--- src/rtl/jk_excite_drv_pkg.sv ---
// jk_pkg: shared definitions for the JK excitation driver.
//   - command op encodings (op_e)
//   - driver FSM state type (state_e)
//   - bin2gray / gray2bin helpers on a fixed GW-bit container. Narrower
//     buses are zero-extended in and truncated out. Zero upper bits do not
//     disturb either conversion.
package jk_pkg;

  localparam int GW = 64;  // widest bus the Gray helpers support

  typedef enum logic [1:0] {
    OP_LOAD = 2'b00,
    OP_INC  = 2'b01,
    OP_DEC  = 2'b10,
    OP_GRAY = 2'b11
  } op_e;

  typedef enum logic [1:0] {
    ST_IDLE,
    ST_DRIVE,
    ST_WAIT,
    ST_CHECK
  } state_e;

  function automatic logic [GW-1:0] bin2gray(input logic [GW-1:0] b);
    return b ^ (b >> 1);
  endfunction

  // Prefix XOR running from the MSB down.
  function automatic logic [GW-1:0] gray2bin(input logic [GW-1:0] g);
    logic [GW-1:0] b;
    b = g;
    for (int i = GW - 2; i >= 0; i--) b[i] = b[i+1] ^ g[i];
    return b;
  endfunction

endpackage

--- src/rtl/jk_excite_drv_if.sv ---
// jk_excite_drv_if: command/response bundle between a command source and
// the JK excitation driver.
//   cmd_valid/cmd_ready : command handshake
//   cmd_op/cmd_data     : op (jk_pkg::op_e) and absolute target for loads
//   rsp_valid/rsp_err   : one-cycle response and its mismatch flag
//   target_q            : latched target, held until the next accept
// The master modport is the command source. The slave modport is the driver.
interface jk_excite_drv_if #(
  parameter int WIDTH = 8
) ();
  logic             cmd_valid;
  logic             cmd_ready;
  logic [1:0]       cmd_op;
  logic [WIDTH-1:0] cmd_data;
  logic             rsp_valid;
  logic             rsp_err;
  logic [WIDTH-1:0] target_q;

  modport master (
    output cmd_valid, cmd_op, cmd_data,
    input  cmd_ready, rsp_valid, rsp_err, target_q
  );

  modport slave (
    input  cmd_valid, cmd_op, cmd_data,
    output cmd_ready, rsp_valid, rsp_err, target_q
  );
endinterface

--- src/rtl/jk_excite_drv_cell.sv ---
// jk_excite_cell: one-bit inverse JK characteristic. Maps the present
// state p and the desired next state n to the excitation (j, k).
// Unchanged bits get j=k=0, which holds the cell. The don't-care half of a
// changing bit is resolved by the build option JK_EXCITE_TOGGLE_EN:
//   defined   : every changing bit toggles (j=k=1)
//   undefined : set-style for 0->1 (j=1,k=0), reset-style for 1->0 (j=0,k=1)
// Ports: p, n in; j, k out. Purely combinational.
module jk_excite_cell (
  input  logic p,
  input  logic n,
  output logic j,
  output logic k
);
`ifdef JK_EXCITE_TOGGLE_EN
  assign j = p ^ n;
  assign k = p ^ n;
`else
  assign j = ~p & n;
  assign k = p & ~n;
`endif
endmodule

--- src/rtl/jk_excite_drv.sv ---
// jk_excite_drv: drives a bank of WIDTH external JK cells to a commanded
// next state, then reads the bank back and reports whether it got there.
//   clk, reset (async, active low)
//   bus      : jk_excite_drv_if.slave (command in, response/target out)
//   q_fb     : present state read back from the bank
//   j_out/k_out : excitation, non-zero only in the DRIVE cycle
//   drv_en   : high during the DRIVE cycle
// Sequence: IDLE (accept) -> DRIVE -> WAIT x SETTLE_CYC -> CHECK -> IDLE.
// Build option JK_EXCITE_TOGGLE_EN selects toggle-style excitation
// (see jk_excite_cell).
module jk_excite_drv
  import jk_pkg::*;
#(
  parameter int WIDTH      = 8,
  parameter int SETTLE_CYC = 1   // 1..15
) (
  input  logic             clk,
  input  logic             reset,
  jk_excite_drv_if.slave   bus,
  input  logic [WIDTH-1:0] q_fb,
  output logic [WIDTH-1:0] j_out,
  output logic [WIDTH-1:0] k_out,
  output logic             drv_en
);

  state_e           state_q, state_d;
  logic [3:0]       cnt_q, cnt_d;
  logic [WIDTH-1:0] tgt_q, tgt_d;
  logic [WIDTH-1:0] j_q, j_d, k_q, k_d;
  logic             drv_q, drv_d;
  logic             rdy_q, rdy_d;
  logic             rsp_q, rsp_d;

  logic [WIDTH-1:0] tgt;           // target computed from q_fb this cycle
  logic [WIDTH-1:0] exc_j, exc_k;  // excitation toward tgt

  // Target arithmetic, modulo 2^WIDTH. The Gray increment is truncated to
  // WIDTH before re-encoding so that the max code wraps to zero.
  always_comb begin
    tgt = bus.cmd_data;
    case (bus.cmd_op)
      OP_LOAD: tgt = bus.cmd_data;
      OP_INC:  tgt = q_fb + WIDTH'(1);
      OP_DEC:  tgt = q_fb - WIDTH'(1);
      OP_GRAY: tgt = WIDTH'(bin2gray(GW'(WIDTH'(gray2bin(GW'(q_fb)) + GW'(1)))));
      default: tgt = bus.cmd_data;
    endcase
  end

  for (genvar i = 0; i < WIDTH; i++) begin : g_cell
    jk_excite_cell u_cell (
      .p (q_fb[i]),
      .n (tgt[i]),
      .j (exc_j[i]),
      .k (exc_k[i])
    );
  end

  // Every output except rsp_err is registered. The excitation is captured
  // straight into the j/k output flops on accept, so DRIVE presents it
  // with no extra stage.
  always_comb begin
    state_d = state_q;
    cnt_d   = cnt_q;
    tgt_d   = tgt_q;
    j_d     = '0;
    k_d     = '0;
    drv_d   = 1'b0;
    rdy_d   = 1'b0;
    rsp_d   = 1'b0;
    case (state_q)
      ST_IDLE: begin
        rdy_d = 1'b1;
        if (bus.cmd_valid && rdy_q) begin
          state_d = ST_DRIVE;
          tgt_d   = tgt;
          j_d     = exc_j;
          k_d     = exc_k;
          drv_d   = 1'b1;
          rdy_d   = 1'b0;
        end
      end
      ST_DRIVE: begin
        state_d = ST_WAIT;
        cnt_d   = 4'(SETTLE_CYC - 1);
      end
      ST_WAIT: begin
        if (cnt_q == 4'd0) begin
          state_d = ST_CHECK;
          rsp_d   = 1'b1;
        end else begin
          cnt_d = cnt_q - 4'd1;
        end
      end
      ST_CHECK: begin
        state_d = ST_IDLE;
        rdy_d   = 1'b1;
      end
      default: begin
        state_d = ST_IDLE;
        rdy_d   = 1'b1;
      end
    endcase
  end

  always_ff @(posedge clk or negedge reset) begin
    if (!reset) begin
      state_q <= ST_IDLE;
      cnt_q   <= '0;
      tgt_q   <= '0;
      j_q     <= '0;
      k_q     <= '0;
      drv_q   <= 1'b0;
      rdy_q   <= 1'b1;
      rsp_q   <= 1'b0;
    end else begin
      state_q <= state_d;
      cnt_q   <= cnt_d;
      tgt_q   <= tgt_d;
      j_q     <= j_d;
      k_q     <= k_d;
      drv_q   <= drv_d;
      rdy_q   <= rdy_d;
      rsp_q   <= rsp_d;
    end
  end

  assign j_out         = j_q;
  assign k_out         = k_q;
  assign drv_en        = drv_q;
  assign bus.cmd_ready = rdy_q;
  assign bus.rsp_valid = rsp_q;
  assign bus.target_q  = tgt_q;
  // The bank is compared live during CHECK. q_fb only has to be stable then.
  assign bus.rsp_err   = rsp_q && (q_fb != tgt_q);

endmodule
--- src/flat_wrapper.sv ---
// flat-port wrapper written by rule: the top's interface ports become plain ports
module jk_excite_drv_flat import jk_pkg::*;
#(
  parameter int WIDTH      = 8,
  parameter int SETTLE_CYC = 1           
)
  (clk, reset, q_fb, j_out, k_out, drv_en, bus_cmd_valid, bus_cmd_op, bus_cmd_data, bus_cmd_ready, bus_rsp_valid, bus_rsp_err, bus_target_q);
  jk_excite_drv_if #(.WIDTH(WIDTH)) bus_i ();
  input  logic clk;
  input  logic reset;
  input  logic [WIDTH-1:0] q_fb;
  output logic [WIDTH-1:0] j_out;
  output logic [WIDTH-1:0] k_out;
  output logic drv_en;
  input wire logic [$bits(bus_i.cmd_valid)-1:0] bus_cmd_valid;
  input wire logic [$bits(bus_i.cmd_op)-1:0] bus_cmd_op;
  input wire logic [$bits(bus_i.cmd_data)-1:0] bus_cmd_data;
  output wire logic [$bits(bus_i.cmd_ready)-1:0] bus_cmd_ready;
  output wire logic [$bits(bus_i.rsp_valid)-1:0] bus_rsp_valid;
  output wire logic [$bits(bus_i.rsp_err)-1:0] bus_rsp_err;
  output wire logic [$bits(bus_i.target_q)-1:0] bus_target_q;
  assign bus_i.cmd_valid = bus_cmd_valid;
  assign bus_i.cmd_op = bus_cmd_op;
  assign bus_i.cmd_data = bus_cmd_data;
  assign bus_cmd_ready = bus_i.cmd_ready;
  assign bus_rsp_valid = bus_i.rsp_valid;
  assign bus_rsp_err = bus_i.rsp_err;
  assign bus_target_q = bus_i.target_q;
  jk_excite_drv #(.WIDTH(WIDTH), .SETTLE_CYC(SETTLE_CYC)) u_core (.clk(clk), .reset(reset), .bus(bus_i), .q_fb(q_fb), .j_out(j_out), .k_out(k_out), .drv_en(drv_en));
endmodule
--- config.mk ---
export PLATFORM = sky130hd
export DESIGN_NAME = jk_excite_drv_flat
export DESIGN_NICKNAME = d
export VERILOG_FILES = /design/src/rtl/jk_excite_drv_pkg.sv /design/src/rtl/jk_excite_drv_if.sv /design/src/rtl/jk_excite_drv_cell.sv /design/src/rtl/jk_excite_drv.sv /design/src/flat_wrapper.sv
export SDC_FILE = /design/constraint.sdc
export NUM_CORES = 1
export LEC_CHECK = 0
export ABC_AREA = 1
export BUFFER_PORTS_ARGS = -buffer_cell sky130_fd_sc_hd__clkbuf_2
export CAP_MARGIN = 10
export CORE_MARGIN = 4
export CORE_UTILIZATION = 50
export CTS_BUF_LIST = sky130_fd_sc_hd__clkbuf_16
export DETAILED_ROUTE_END_ITERATION = 7
export PLACE_DENSITY_LB_ADDON = 0.15
export SYNTH_ARGS = -nofsm -noshare
export SYNTH_HDL_FRONTEND = slang
export SYNTH_SLANG_ARGS = --single-unit
--- constraint.sdc ---
create_clock -name clk -period 1.6 [get_ports clk]
set_input_delay 0.16 -clock clk [delete_from_list [all_inputs] [get_ports clk]]
set_output_delay 0.16 -clock clk [all_outputs]
set_load 0.005 [all_outputs]
* Word level (Yosys, flattened, before mapping)
Cells that the tools add are included.
** Word-level totals
- Output and inout bits :: 28
- Logic and storage cells :: 87
- Input port bits :: 21
- Register bits :: 33
** Operators by class
- Reductions and logical operators :: 9
- Add/subtract/negate cells :: 4
- Eq/ne operators :: 10
- Multiplexer cells :: 16
- Bitwise gates (word level) :: 40
** Operators by type and width (count)
- two-way mux 8 bit :: 4
- one-hot mux 8 bit (4 select lines) :: 1
- adder 8 x 1 -> 8 bit, second input constant :: 2
- AND 1 bit :: 16
- inverter 1 bit :: 16
- == test 2 bit, second input constant :: 4
- inequality test 8 bit :: 1
- one-hot mux 2 bit (4 select lines) :: 1
- one-hot mux 4 bit (2 select lines) :: 1
- subtractor 8 x 1 -> 8 bit, second input constant :: 1
- bitwise XOR 8 x 7 -> 8 bit :: 1
- bitwise XOR 1 bit :: 7
- AND reduction 2 bit :: 3
- two-way mux 1 bit :: 5
- == test 2 x 1 -> 1 bit, second input constant :: 2
- zero test 2 bit :: 2
- zero test 4 bit :: 1
- two-way mux 2 bit :: 2
- two-way mux 4 bit :: 1
- inequality test 2 x 1 -> 1 bit, second input constant :: 2
- subtractor 4 x 1 -> 4 bit, second input constant :: 1
- logical AND 1 bit :: 2
- inequality test 2 bit, second input constant :: 1
- one-hot mux 1 bit (2 select lines) :: 1
- nonzero test 2 bit :: 1

* Depth between registers and ports, before layout
- Word-level depth :: 14
- Depth in mapped cells :: 25
- Depth with buffers taken out :: 24

* Modules after synthesis
From an unflattened synthesis, not the netlist that was laid out.
** Second synthesis, totals
- Cell total of the unflattened synthesis :: 354
- Area total of the unflattened synthesis :: 2483.6 um2
** By module, submodules not included
- jk_excite_drv :: area each 2363.5 um2, seq. area each 827.0 um2, instances 1, cells an instance 322
- jk_excite_cell :: area each 15.0 um2, seq. area each 0.0 um2, instances 8, cells an instance 4

* Least setup slack after synthesis
Ideal clock, no wire load.
- Path type :: input to register
- Start :: input q_fb[7]
- End :: register u_core.tgt_q[3], in the netlist u_core.bus.target_q[3]
- Required time :: 1.482 ns
- Stages on the path :: 23
- Library setup time :: 0.118 ns
- Path buffers :: 1
- Setup slack :: -1.623 ns
- Arrival :: 3.104 ns
- Cells stage by stage :: buf_6 inv_4 nand2_1 nand2_2 ha_1 inv_1 ha_1 inv_2 ha_1 inv_1 ha_1 inv_1 ha_1 inv_1 ha_1 inv_1 nand2_2 xor2_4 nand2_1 nand3_1 nand3_2 nand3_2 nand2_1
** On the way
- Word-level cells in the longest chain between the ends :: 10
** Ends and longest elaborated chain
- start, declared :: RTL line flat_wrapper.sv:11 : input logic [WIDTH-1:0] q_fb;
- bitwise XOR 1 bit * (3 in series) :: RTL line jk_excite_drv_pkg.sv:33 : for (int i = GW - 2; i >= 0; i--) b[i] = b[i+1] ^ g[i];
- bitwise XOR 1 bit (4 in series) :: RTL line jk_excite_drv_pkg.sv:33
- adder 8 x 1 -> 8 bit * :: RTL line jk_excite_drv.sv:45 : OP_GRAY: tgt = WIDTH'(bin2gray(GW'(WIDTH'(gray2bin(GW'(q_fb)) + GW'(1)))));
- bitwise XOR 8 x 7 -> 8 bit * :: RTL line jk_excite_drv_pkg.sv:26 : return b ^ (b >> 1);
- one-hot mux 8 bit (4 select lines) * :: RTL line jk_excite_drv.sv:41 : case (bus.cmd_op)
- end signal, assigned :: RTL line jk_excite_drv.sv:119 : tgt_q <= tgt_d;
- end, declared :: RTL line jk_excite_drv.sv:28 : logic [WIDTH-1:0] tgt_q, tgt_d;
Every way passes the cells marked *; elsewhere a longest branch is shown, timed or not.
A chain may end at the register's enable or synchronous reset.

* Final worst setup path
- Start :: input q_fb[7]
- End :: register u_core.j_q[3], in the netlist u_core.j_out[3]
** On the way
- Word-level cells in the longest chain between the ends :: 13
** Ends and longest elaborated chain
- bitwise XOR 1 bit * (3 in series) :: RTL line jk_excite_drv_pkg.sv:33
- bitwise XOR 1 bit (4 in series) :: RTL line jk_excite_drv_pkg.sv:33
- adder 8 x 1 -> 8 bit * :: RTL line jk_excite_drv.sv:45
- bitwise XOR 8 x 7 -> 8 bit * :: RTL line jk_excite_drv_pkg.sv:26
- one-hot mux 8 bit (4 select lines) * :: RTL line jk_excite_drv.sv:41
- AND 1 bit * :: RTL line jk_excite_drv_cell.sv:18 : assign j = ~p & n;
- two-way mux 8 bit * :: RTL line jk_excite_drv.sv:74 : if (bus.cmd_valid && rdy_q) begin
- two-way mux 8 bit * :: RTL line jk_excite_drv.sv:71 : case (state_q)
- named net u_core.j_d[3] :: RTL line jk_excite_drv.sv:29 : logic [WIDTH-1:0] j_q, j_d, k_q, k_d;
- end signal, assigned :: RTL line jk_excite_drv.sv:120 : j_q <= j_d;
- end, declared :: RTL line jk_excite_drv.sv:29
Mark *: on every way through the listed nets, which the timed path passes. The rest lies on a longest branch.

==> results.sh <==
export IMPL_tritoncts_num_sinks=33
export IMPL_tritoncts="yes"
export IMPL_postSynthCellCount=305
export IMPL_post_dp_cell_area_um2=2970
export IMPL_worst_path_most_repeated_cell="sky130_fd_sc_hd__ha_4"
export IMPL_drc_errors_left=0
export IMPL_synthToLayoutAreaGrowth_pct=41.4
export IMPL_detailedRoute_firstIterationViolations=74
export IMPL_htreeDepth=2
export IMPL_final_hold_worst_slack_ns=0.169
export IMPL_grt_use_met1=0.263
export IMPL_io_buffer_count=48
export IMPL_floorplan_io_pins=49
export IMPL_drt_pre_antenna_iters=4
export IMPL_numCtsBuffers=5
export IMPL_floorplan_initialDensity=0.527
export IMPL_slew_violations=0
export IMPL_coreArea_um2=4470
export IMPL_status="finished, violations left"
export IMPL_critical_path_class="in -> reg"
export IMPL_routed_via_count=2312
export IMPL_max_clock_path_buffers=2
export IMPL_slowest_stage_cell_crit_path="sky130_fd_sc_hd__ha_4"
export IMPL_critPathMaxFanout=4
export IMPL_arrival_ns=3.03
export IMPL_synthesis_yosys_warnings=0
export IMPL_dieArea_um2=5880
export IMPL_timing_hold_violations_final=0
export IMPL_final_net_count=440
export IMPL_nFillCells=340
export IMPL_drive_above_1_share=0.416
export IMPL_synth_edff_count=0
export IMPL_power_density_cell_area_nw_per_um2=1070
export IMPL_cp_start_kind="primary input"
export IMPL_detailedPlacementHpwl_mm=4.64
export IMPL_detail_route_antenna_nets=0
export IMPL_critical_path_max_stage_delay_ns=0.28
export IMPL_max_freq_ghz=0.354
export IMPL_net_switching_power_uw=1290
export IMPL_p_comb_frac=0.438
export IMPL_clock_skew_final_ns=0.00358
export IMPL_route_detailed_vias_per_inst=5.13
export IMPL_synth_area_per_cell_um2=7.74
export IMPL_async_flop_share=1.00
export IMPL_antenna_violations_before_repair=0
export IMPL_violations="setup timing"
export IMPL_post_route_cell_area_um2=3340
export IMPL_power_leakage_uw=0.00185
export IMPL_timing_setup_tns_ns=-24.62
export IMPL_synthesized_nets=347
export IMPL_synth_seq_area_share=0.350
export IMPL_clkPwrFrac=0.247
export IMPL_timing_final_setup_violations=24
export IMPL_swShare=0.360
export IMPL_die_x_um=76.7
export IMPL_insertion_delay_ns=0.28
export IMPL_worst_slew_margin_rel=0.725
export IMPL_placementRows=24
export IMPL_antenna_diode_count=0
export IMPL_cp_end_kind="flip-flop"
export IMPL_grt_pass1_vias=2255
export IMPL_grt_max_degree=34
export IMPL_final_period_minus_worst_setup_slack_ns=2.82
export IMPL_met2_demand_to_capacity_share_in_global_routing=0.372
export IMPL_worst_setup_hold_path_clk_slew_ns=0.05
export IMPL_cap_violations=0
export IMPL_grt_first_pass_wirelength_mm=10.1
export IMPL_gr_max_usage_layer="met2"
export IMPL_gr_total_overflow=0
export IMPL_gp_routability_congestion=0.892
export IMPL_mappedNetlistArea_um2=2360
export IMPL_regToRegSetupSlack_ns=0.15
export IMPL_min_delay_path_class="in -> reg"
export IMPL_power_sequential_fraction=0.315
export IMPL_critical_path_required_ns=1.80
export IMPL_path_cells="clkbuf_16 -> inv_6 -> nand2_4 -> nand2_4 -> ha_4 -> inv_4 -> ha_4 -> inv_4 -> ha_4 -> inv_2 -> ha_4 -> inv_4 -> ha_4 -> inv_4 -> ha_4 -> inv_4 -> nand2_4 -> xor2_4 -> inv_2 -> nand2_2 -> nand3_2 -> nand3_2 -> nand3_2 -> nor2_2"
export IMPL_portion_of_the_clock_cycle_consumed_by_the_worst_path_in_the_final_layout=1.76
export IMPL_finalWirelength_mm=6.05
export IMPL_unrepaired_setup_endpoints_after_global_routing="true"
export IMPL_grtUsageTotal=0.215
export IMPL_synth_distinct_cells=38
export IMPL_pint_uw=2290
export IMPL_layout_setup_ws_ns=-1.22
export IMPL_synth_ff_latch_count=33
export IMPL_synth_flop_cell="sky130_fd_sc_hd__dfrtp_1"
export IMPL_dieHeight_um=76.7
export IMPL_max_slew_worst_pin_slew_ns=0.413
export IMPL_grt_use_met3=0.0293
export IMPL_cts_root_buffer_cell="sky130_fd_sc_hd__clkbuf_16"
export IMPL_ir_drop_v=0.000521
export IMPL_detail_route_wl_per_cell_um=13.4
## power groups by stage
stage / Combinational, uW / Clock (uW) / Sequential [uW]
4_1_cts: 1430 / 894 / 1130
3_3_place_gp: 1310 / 0 / 1130
6_report: 1560 / 883 / 1120
5_1_grt: 1740 / 948 / 1140
3_5_place_dp: 1340 / 0 / 1140
2_1_floorplan: 882 / 0 / 1130
## state kept, by name, summed over array words and instances (netlist names)
register,cells
u_core.j_out,8
u_core.k_out,8
u_core.bus.cmd_ready,1
u_core.drv_en,1
u_core.bus.rsp_valid,1
u_core.state_q,2
u_core.cnt_q,4
u_core.bus.target_q,8
## cell usage in the layout, fill, tap and decap left out, types with 2 or more instances in the layout
cell,n
sky130_fd_sc_hd__o22ai_1,2
sky130_fd_sc_hd__clkbuf_16,7
sky130_fd_sc_hd__o21ai_0,2
sky130_fd_sc_hd__or2_2,7
sky130_fd_sc_hd__ha_4,6
sky130_fd_sc_hd__nand2_2,8
sky130_fd_sc_hd__buf_4,41
sky130_fd_sc_hd__nand2_1,70
sky130_fd_sc_hd__nand3_1,18
sky130_fd_sc_hd__clkbuf_2,45
sky130_fd_sc_hd__ha_1,14
sky130_fd_sc_hd__nand3_2,14
sky130_fd_sc_hd__xor2_1,6
sky130_fd_sc_hd__inv_1,42
sky130_fd_sc_hd__a21oi_2,4
sky130_fd_sc_hd__o21ai_1,4
sky130_fd_sc_hd__o21ai_2,2
sky130_fd_sc_hd__inv_2,3
sky130_fd_sc_hd__nand2_4,5
sky130_fd_sc_hd__nor2_1,17
sky130_fd_sc_hd__clkinv_1,2
sky130_fd_sc_hd__dfrtp_1,32
sky130_fd_sc_hd__nor2_2,7
sky130_fd_sc_hd__inv_4,6
sky130_fd_sc_hd__a31oi_1,3
sky130_fd_sc_hd__a21oi_1,9
## cell families (layout without fill, tap and decap cells)
kind of cell	after synthesis	in the layout	share of synthesized area
buf+inv	58	152	0.102
xor+xnor	8	8	0.0376
fa+ha+maj	21	21	0.115
compound gates	32	32	0.0817
flops	33	33	0.350
simple gates	153	153	0.313
## Yosys cell counts, types with 3 or more instances
| master | number | share of area |
|---|---|---|
| sky130_fd_sc_hd__a21oi_1 | 12 | 0.025 |
| sky130_fd_sc_hd__a31oi_1 | 3 | 0.0080 |
| sky130_fd_sc_hd__dfrtp_1 | 32 | 0.34 |
| sky130_fd_sc_hd__ha_1 | 20 | 0.11 |
| sky130_fd_sc_hd__inv_1 | 49 | 0.078 |
| sky130_fd_sc_hd__nand2_1 | 78 | 0.12 |
| sky130_fd_sc_hd__nand2_2 | 5 | 0.013 |
| sky130_fd_sc_hd__nand3_1 | 22 | 0.047 |
| sky130_fd_sc_hd__nand3_2 | 10 | 0.042 |
| sky130_fd_sc_hd__nor2_1 | 18 | 0.029 |
| sky130_fd_sc_hd__nor2_2 | 6 | 0.016 |
| sky130_fd_sc_hd__o21ai_0 | 3 | 0.0064 |
| sky130_fd_sc_hd__o21ai_1 | 3 | 0.0064 |
| sky130_fd_sc_hd__or2_2 | 7 | 0.019 |
| sky130_fd_sc_hd__xor2_1 | 6 | 0.022 |
## worst max-delay path, delay by kind of cell
family / cells / cell delay (ns)
adders and majority gates: 6 / 1.62
buffers and inverters: 9 / 0.43
and+or+nand+nor: 8 / 0.63
xor gates and xnor gates: 1 / 0.19
## final timing paths
check / cells past startpoint / from / end
worst min-delay path: 3 / bus_cmd_data[5] / u_core.k_out[5]
worst min register to register: 1 / u_core.cnt_q[0] / u_core.cnt_q[0]
min in group asynchronous: 3 / reset / u_core.bus.target_q[4]
worst max-delay path: 24 / q_fb[7] / u_core.j_out[3]
worst max register to register: 6 / u_core.state_q[1] / u_core.k_out[0]
max in group asynchronous: 3 / reset / u_core.bus.cmd_ready
## per-layer routing
layer,wire length [um],part of all wire,vias up
met5,0,0,-
met4,144,0.024,0
met3,354,0.058,11
met2,3050,0.50,61
met1,2510,0.41,1089
li1,-,-,1151
## per-stage QoR
step / util / instances / total power (uW) / setup WS, ns
after global placement: 0.664 / 432 / 2440 / -1.49
after detailed placement: 0.664 / 432 / 2480 / -1.56
after CTS: 0.726 / 445 / 3450 / -1.18
final: 0.746 / 451 / 3570 / -1.22
after floorplan: - / 305 / 2010 / -1.33
after global routing: 0.746 / 451 / 3830 / -1.34
## layout make-up
class                      instances  area, um^2  share of cell area
clock buffer                       5         125              0.0375
inverter                          52         215              0.0645
sequential                        33         827               0.248
clock inverter                     3        12.5             0.00375
multi-input combinational        214        1460               0.438
timing repair buffer              92         629               0.189
tap                               52        65.1              0.0195
## what timing repair did
item / in CTS / in global routing
hold buffers: 1 / 0
gates resized for setup: 24 / 13
hold endpoints to repair: 32 / 0
buffers inserted: 4 / 6
endpoints found under the setup margin: 25 / 26
pin swaps: 18 / 20
No activity file was read; power rests on OpenSTA's default activity.
